$ cat src/rtl/sc_frogger_gamectrl.sv
// Frogger game-flow controller: turns comparator event levels into game sequencing,
// register-bank reload strobes, the gameplay enable, and the lives/level display values.
module sc_frogger_gamectrl #(
    parameter int LIVES_INIT   = 3,
    parameter int LEVEL_MAX    = 4,
    parameter int PAUSE_CYCLES = 8
) (
    input  logic       SC_GAMECTRL_CLOCK_50,
    input  logic       SC_GAMECTRL_RESET_InHigh,
    input  logic       SC_GAMECTRL_Start_InLow,
    input  logic       SC_GAMECTRL_Lose_InHigh,
    input  logic       SC_GAMECTRL_Nest_InHigh,
    input  logic       SC_GAMECTRL_WinL_InHigh,
    input  logic [7:0] SC_GAMECTRL_NestRow_In,
    output logic       SC_GAMECTRL_ClearBack_OutHigh,
    output logic       SC_GAMECTRL_ClearPoint_OutHigh,
    output logic       SC_GAMECTRL_LoadNest_OutHigh,
    output logic [7:0] SC_GAMECTRL_NestRow_Out,
    output logic       SC_GAMECTRL_Enable_OutHigh,
    output logic [1:0] SC_GAMECTRL_Lives_Out,
    output logic [2:0] SC_GAMECTRL_Level_Out,
    output logic [2:0] SC_GAMECTRL_State_Out,
    output logic       SC_GAMECTRL_GameOver_OutHigh,
    output logic       SC_GAMECTRL_GameWon_OutHigh
);

    localparam logic [2:0] ST_IDLE     = 3'd0;
    localparam logic [2:0] ST_START    = 3'd1;
    localparam logic [2:0] ST_PLAY     = 3'd2;
    localparam logic [2:0] ST_DEAD     = 3'd3;
    localparam logic [2:0] ST_NESTED   = 3'd4;
    localparam logic [2:0] ST_LEVELUP  = 3'd5;
    localparam logic [2:0] ST_GAMEOVER = 3'd6;
    localparam logic [2:0] ST_WON      = 3'd7;

    localparam int               CNT_W      = $clog2(PAUSE_CYCLES);
    localparam logic [CNT_W-1:0] CNT_LOAD   = CNT_W'(PAUSE_CYCLES - 1);
    localparam logic [1:0]       LIVES_LOAD = 2'(LIVES_INIT);
    localparam logic [2:0]       LEVEL_LAST = 3'(LEVEL_MAX - 1);

    localparam int EV_LOSE = 0;
    localparam int EV_NEST = 1;
    localparam int EV_WIN  = 2;

    logic       clk;
    logic       srst;
    logic [2:0] lvl_in;
    logic [2:0] lvl_r_reg;
    logic [2:0] lvl_q_reg;
    logic [2:0] lvl_ev;
    logic       start_r_reg;
    logic       start_q_reg;
    logic       start_ev;
    logic [7:0] nest_row_r_reg;

    logic [2:0]       state_reg,       state_next;
    logic [CNT_W-1:0] cnt_reg,         cnt_next;
    logic [1:0]       lives_reg,       lives_next;
    logic [2:0]       level_reg,       level_next;
    logic [7:0]       nest_row_reg,    nest_row_next;
    logic             clear_back_reg,  clear_back_next;
    logic             clear_point_reg, clear_point_next;
    logic             load_nest_reg,   load_nest_next;
    logic             enable_reg;
    logic             gameover_reg;
    logic             won_reg;

    assign clk    = SC_GAMECTRL_CLOCK_50;
    assign srst   = SC_GAMECTRL_RESET_InHigh;
    assign lvl_in = {SC_GAMECTRL_WinL_InHigh, SC_GAMECTRL_Nest_InHigh, SC_GAMECTRL_Lose_InHigh};

    // Two-stage sampling: the first stage registers the raw levels, the second
    // remembers the previous sample, so a level already high never re-fires.
    generate
        for (genvar gi = 0; gi < 3; gi++) begin : g_edge
            assign lvl_ev[gi] = lvl_r_reg[gi] & ~lvl_q_reg[gi];
        end
    endgenerate

    assign start_ev = ~start_r_reg & start_q_reg;

    always_ff @(posedge clk) begin
        if (srst) begin
            lvl_r_reg      <= '0;
            lvl_q_reg      <= '0;
            start_r_reg    <= 1'b1;
            start_q_reg    <= 1'b1;
            nest_row_r_reg <= '0;
        end else begin
            lvl_r_reg      <= lvl_in;
            lvl_q_reg      <= lvl_r_reg;
            start_r_reg    <= SC_GAMECTRL_Start_InLow;
            start_q_reg    <= start_r_reg;
            nest_row_r_reg <= SC_GAMECTRL_NestRow_In;
        end
    end

    always_comb begin
        state_next       = state_reg;
        cnt_next         = cnt_reg;
        lives_next       = lives_reg;
        level_next       = level_reg;
        nest_row_next    = nest_row_reg;
        clear_back_next  = 1'b0;
        clear_point_next = 1'b0;
        load_nest_next   = 1'b0;

        case (state_reg)
            ST_IDLE, ST_GAMEOVER, ST_WON: begin
                if (start_ev) begin
                    state_next       = ST_START;
                    lives_next       = LIVES_LOAD;
                    level_next       = 3'd0;
                    clear_back_next  = 1'b1;
                    clear_point_next = 1'b1;
                end
            end
            ST_START: begin
                state_next = ST_PLAY;
            end
            ST_PLAY: begin
                // Lose beats win beats nest; the losers of a tie are dropped.
                if (lvl_ev[EV_LOSE]) begin
                    state_next = ST_DEAD;
                    lives_next = lives_reg - 2'd1;
                    cnt_next   = CNT_LOAD;
                end else if (lvl_ev[EV_WIN]) begin
                    state_next = ST_LEVELUP;
                    cnt_next   = CNT_LOAD;
                end else if (lvl_ev[EV_NEST]) begin
                    state_next     = ST_NESTED;
                    cnt_next       = CNT_LOAD;
                    nest_row_next  = nest_row_r_reg;
                    load_nest_next = 1'b1;
                end
            end
            ST_DEAD: begin
                if (cnt_reg == '0) begin
                    if (lives_reg == 2'd0) begin
                        state_next = ST_GAMEOVER;
                    end else begin
                        state_next       = ST_PLAY;
                        clear_point_next = 1'b1;
                    end
                end else begin
                    cnt_next = cnt_reg - 1'b1;
                end
            end
            ST_NESTED: begin
                if (cnt_reg == '0) begin
                    state_next       = ST_PLAY;
                    clear_point_next = 1'b1;
                end else begin
                    cnt_next = cnt_reg - 1'b1;
                end
            end
            ST_LEVELUP: begin
                if (cnt_reg == '0) begin
                    if (level_reg == LEVEL_LAST) begin
                        state_next = ST_WON;
                    end else begin
                        state_next       = ST_PLAY;
                        level_next       = level_reg + 3'd1;
                        clear_back_next  = 1'b1;
                        clear_point_next = 1'b1;
                    end
                end else begin
                    cnt_next = cnt_reg - 1'b1;
                end
            end
            default: begin
                state_next = ST_IDLE;
            end
        endcase
    end

    always_ff @(posedge clk) begin
        if (srst) begin
            state_reg       <= ST_IDLE;
            cnt_reg         <= '0;
            lives_reg       <= '0;
            level_reg       <= '0;
            nest_row_reg    <= '0;
            clear_back_reg  <= 1'b0;
            clear_point_reg <= 1'b0;
            load_nest_reg   <= 1'b0;
            enable_reg      <= 1'b0;
            gameover_reg    <= 1'b0;
            won_reg         <= 1'b0;
        end else begin
            state_reg       <= state_next;
            cnt_reg         <= cnt_next;
            lives_reg       <= lives_next;
            level_reg       <= level_next;
            nest_row_reg    <= nest_row_next;
            clear_back_reg  <= clear_back_next;
            clear_point_reg <= clear_point_next;
            load_nest_reg   <= load_nest_next;
            enable_reg      <= (state_next == ST_PLAY);
            gameover_reg    <= (state_next == ST_GAMEOVER);
            won_reg         <= (state_next == ST_WON);
        end
    end

    assign SC_GAMECTRL_ClearBack_OutHigh  = clear_back_reg;
    assign SC_GAMECTRL_ClearPoint_OutHigh = clear_point_reg;
    assign SC_GAMECTRL_LoadNest_OutHigh   = load_nest_reg;
    assign SC_GAMECTRL_NestRow_Out        = nest_row_reg;
    assign SC_GAMECTRL_Enable_OutHigh     = enable_reg;
    assign SC_GAMECTRL_Lives_Out          = lives_reg;
    assign SC_GAMECTRL_Level_Out          = level_reg;
    assign SC_GAMECTRL_State_Out          = state_reg;
    assign SC_GAMECTRL_GameOver_OutHigh   = gameover_reg;
    assign SC_GAMECTRL_GameWon_OutHigh    = won_reg;

endmodule
$ cat config.mk
export PLATFORM = sky130hd
export DESIGN_NAME = sc_frogger_gamectrl
export DESIGN_NICKNAME = d
export VERILOG_FILES = /design/src/rtl/sc_frogger_gamectrl.sv
export SDC_FILE = /design/constraint.sdc
export NUM_CORES = 1
export LEC_CHECK = 0
export ABC_AREA = 1
export CAP_MARGIN = 20
export CORE_AREA = 2 2 57 112
export DETAILED_ROUTE_END_ITERATION = 8
export DIE_AREA = 0 0 59 114
export PLACE_DENSITY = 0.55
export SYNTH_ARGS = -nofsm -noshare
export SYNTH_HDL_FRONTEND = slang
export SYNTH_SLANG_ARGS = --single-unit
$ cat constraint.sdc
create_clock -name SC_GAMECTRL_CLOCK_50 -period 1.43 [get_ports SC_GAMECTRL_CLOCK_50]
set_input_delay 0.286 -clock SC_GAMECTRL_CLOCK_50 [delete_from_list [all_inputs] [get_ports SC_GAMECTRL_CLOCK_50]]
set_output_delay 0.286 -clock SC_GAMECTRL_CLOCK_50 [all_outputs]
set_load 0.01 [all_outputs]
==> metrics.cfg <==
[cts]
holdBufCountCts = 0
cts.sinks = 41
root_buffer = clkbuf_16
clock_latency_ps = 280
htreeDepth = 2
clk_pin_slew_ps = 60
cts_buffers = 5
cts.path.max_buffers = 2
cts_tree = built

[logic_synthesis]
synth_top_area_share_pct = 48.5
synth_common_cells = nor2_1, dfxtp_1, inv_1
ys_types = 24
synth_edf_count = 0
synth_area_leaders = dfxtp_1, nor2_1, inv_1, nand2_1, ha_1
async_reset_ff_share_pct = 0
synth_nets = 244
yosysSeqAreaShare_pct = 48.5
ys.flop_type = dfxtp_1
synth.most_common_cell = nor2_1
syn_area_per_cell_sq_um = 7.52
synthCells = 225
yosysWarningCount = 0
yosys_register_bits = 41
syn_area_sq_um = 1690
yosysTopAreaCell = dfxtp_1

[outcome]
status = completed

[timing]
fmax_mhz = 701
setup_violations = 0
relSlewSlack_pct = 81.5
hold_viol_final = 0
fin_skew_ps = 5.74
min_period_ps = 1430
post-route-period-util_pct = 99.7
final_max_slew_viol_count = 0
worst_pin_slew_ps = 277
rsz0062_at_grt = yes

[worst_setup_path]
critPathMaxFanout = 3
reg2regPathDepth = 9
end_kind = flip-flop
cp.required_ps = 1600
cp-start-kind = flip-flop
crit_arrival_ps = 1600
critPathKind = flip-flop to flip-flop

[finish]
nNetsFinal = 296
num-fill-cells = 603
drive_gt1_share_pct = 19.8
post-route-util_pct = 41.2
syn2layout_area_growth_pct = 43.9
diodes = 0
stdcell_count = 341

[floorplanning]
die_w_um = 59
die_area_sq_um = 6730
rows = 40
core_area_sq_um = 5910
ioPinCount = 36
die_y_um = 114
initial_utilization_pct = 28.6

[power_and_ir_drop]
ir_drop_mv = 0.673
power.density_nw_per_um2 = 1700
leakagePower_nw = 1.30

[routing]
drc = 0
vias_per_cell = 4.44
routed_wl_mm = 3.68
wire_per_inst_um = 10.8
route.vias.total = 1514
ant_nets = 0
first_pass_iters = 4
drtIter0Drc = 37

[grt]
grt_pass1_vias = 1452
grtUsageTotal_pct = 11.8
antenna_found_initial = 0
grt_max_degree = 15
grt-ovfl-total = 0
grt_pass1_wl_mm = 6.12

[job]
drv_cap = 0

[placement]
place_hpwl_mm = 2.69
place_congestion = 0.827
dp_cells = 331
io_buffer_count = 35

[worst_hold_path]
hold_depth = 2
hp-class = flip-flop to flip-flop

[through the flow]
stage	power, mW	hold WS [ps]	setup TNS, ps	setup slack [ps]	area, sq um
after floorplan	2.28	390	0	7.65	1690
after global placement	2.78	407	-118	-29.1	2210
after detailed placement	2.80	409	-326	-65.3	2210
after CTS	4.13	421	-83.0	-44.5	2400
after global routing	4.39	450	-333	-77.2	2430
final	4.13	418	0	3.65	2430
[cells by family after synthesis]
| family | Yosys count | synth area share, % |
|---|---|---|
| AND/OR/NAND/NOR | 117 | 32.2 |
| buffers and inverters | 44 | 9.84 |
| flip-flops | 41 | 48.5 |
| AO/OA/AOI/OAI | 17 | 5.25 |
| adder cells (fa/ha/maj) | 5 | 3.70 |
| XOR/XNOR | 1 | 0.518 |
[path summary, 6_finish.rpt]
check,from,to,slack [ps]
max,SC_GAMECTRL_Level_Out[0],SC_GAMECTRL_GameWon_OutHigh,4
min,start_r_reg,start_q_reg,420
max reg2reg,SC_GAMECTRL_Level_Out[0],SC_GAMECTRL_GameWon_OutHigh,4
min reg2reg,start_r_reg,start_q_reg,420
[cell usage in the layout (no fill, tap or decap), drive strengths merged]
cell type       n
a21oi           4
dlygate4sd2    16
dfxtp          41
nand4           4
nand3b          1
inv            41
clkinv          2
or2             1
nand3           9
clkbuf          5
nor2           62
nand2          39
dlymetal6s2s    4
nor3            1
o21ai          13
xnor2           1
bufinv          1
ha              5
clkdlybuf4s50  15
buf            13
[final cells by class]
type | count | area (sq um) | share of cell area (%)
sequential | 41 | 827 | 34.0
multi-input combinational | 140 | 753 | 31.0
timing repair buffer | 48 | 450 | 18.5
inverter | 41 | 155 | 6.38
clock buffer | 5 | 125 | 5.14
tap | 63 | 78.8 | 3.24
clock inverter | 3 | 43.8 | 1.80
[repair_timing]
action                                  in CTS  in global routing
gates resized for setup                     24                 10
pin swaps                                    6                 13
endpoints found under the setup margin      22                 14
buffers inserted                             1                  1
[per-layer routing]
metal | vias to the layer above | part of all wire (%) | track usage, %
li1 | 778 | - | -
met1 | 680 | 43 | 13.7
met2 | 43 | 48 | 18.7
met3 | 13 | 4.9 | 3.17
met4 | 0 | 4.2 | 7.42
met5 | - | 0 | 0
[power by group]
| part | leakage (nW) | internal [mW] | switching, mW |
|---|---|---|---|
| sequential | 0.339 | 1.32 | 0.105 |
| combinational | 0.881 | 0.611 | 0.815 |
| clock | 0.0842 | 0.826 | 0.459 |
[worst max-delay path, cell delays in order, from the launching register on]
cell and delay [ps]:
dfxtp_2 330, ha_4 160, ha_4 140, nand3b_1 200, nand2_2 120, nand2_2 50
nor2_2 90, nand3_2 110, nand2_2 80, nor2_1 40
No activity file was read; power rests on OpenSTA's default activity.
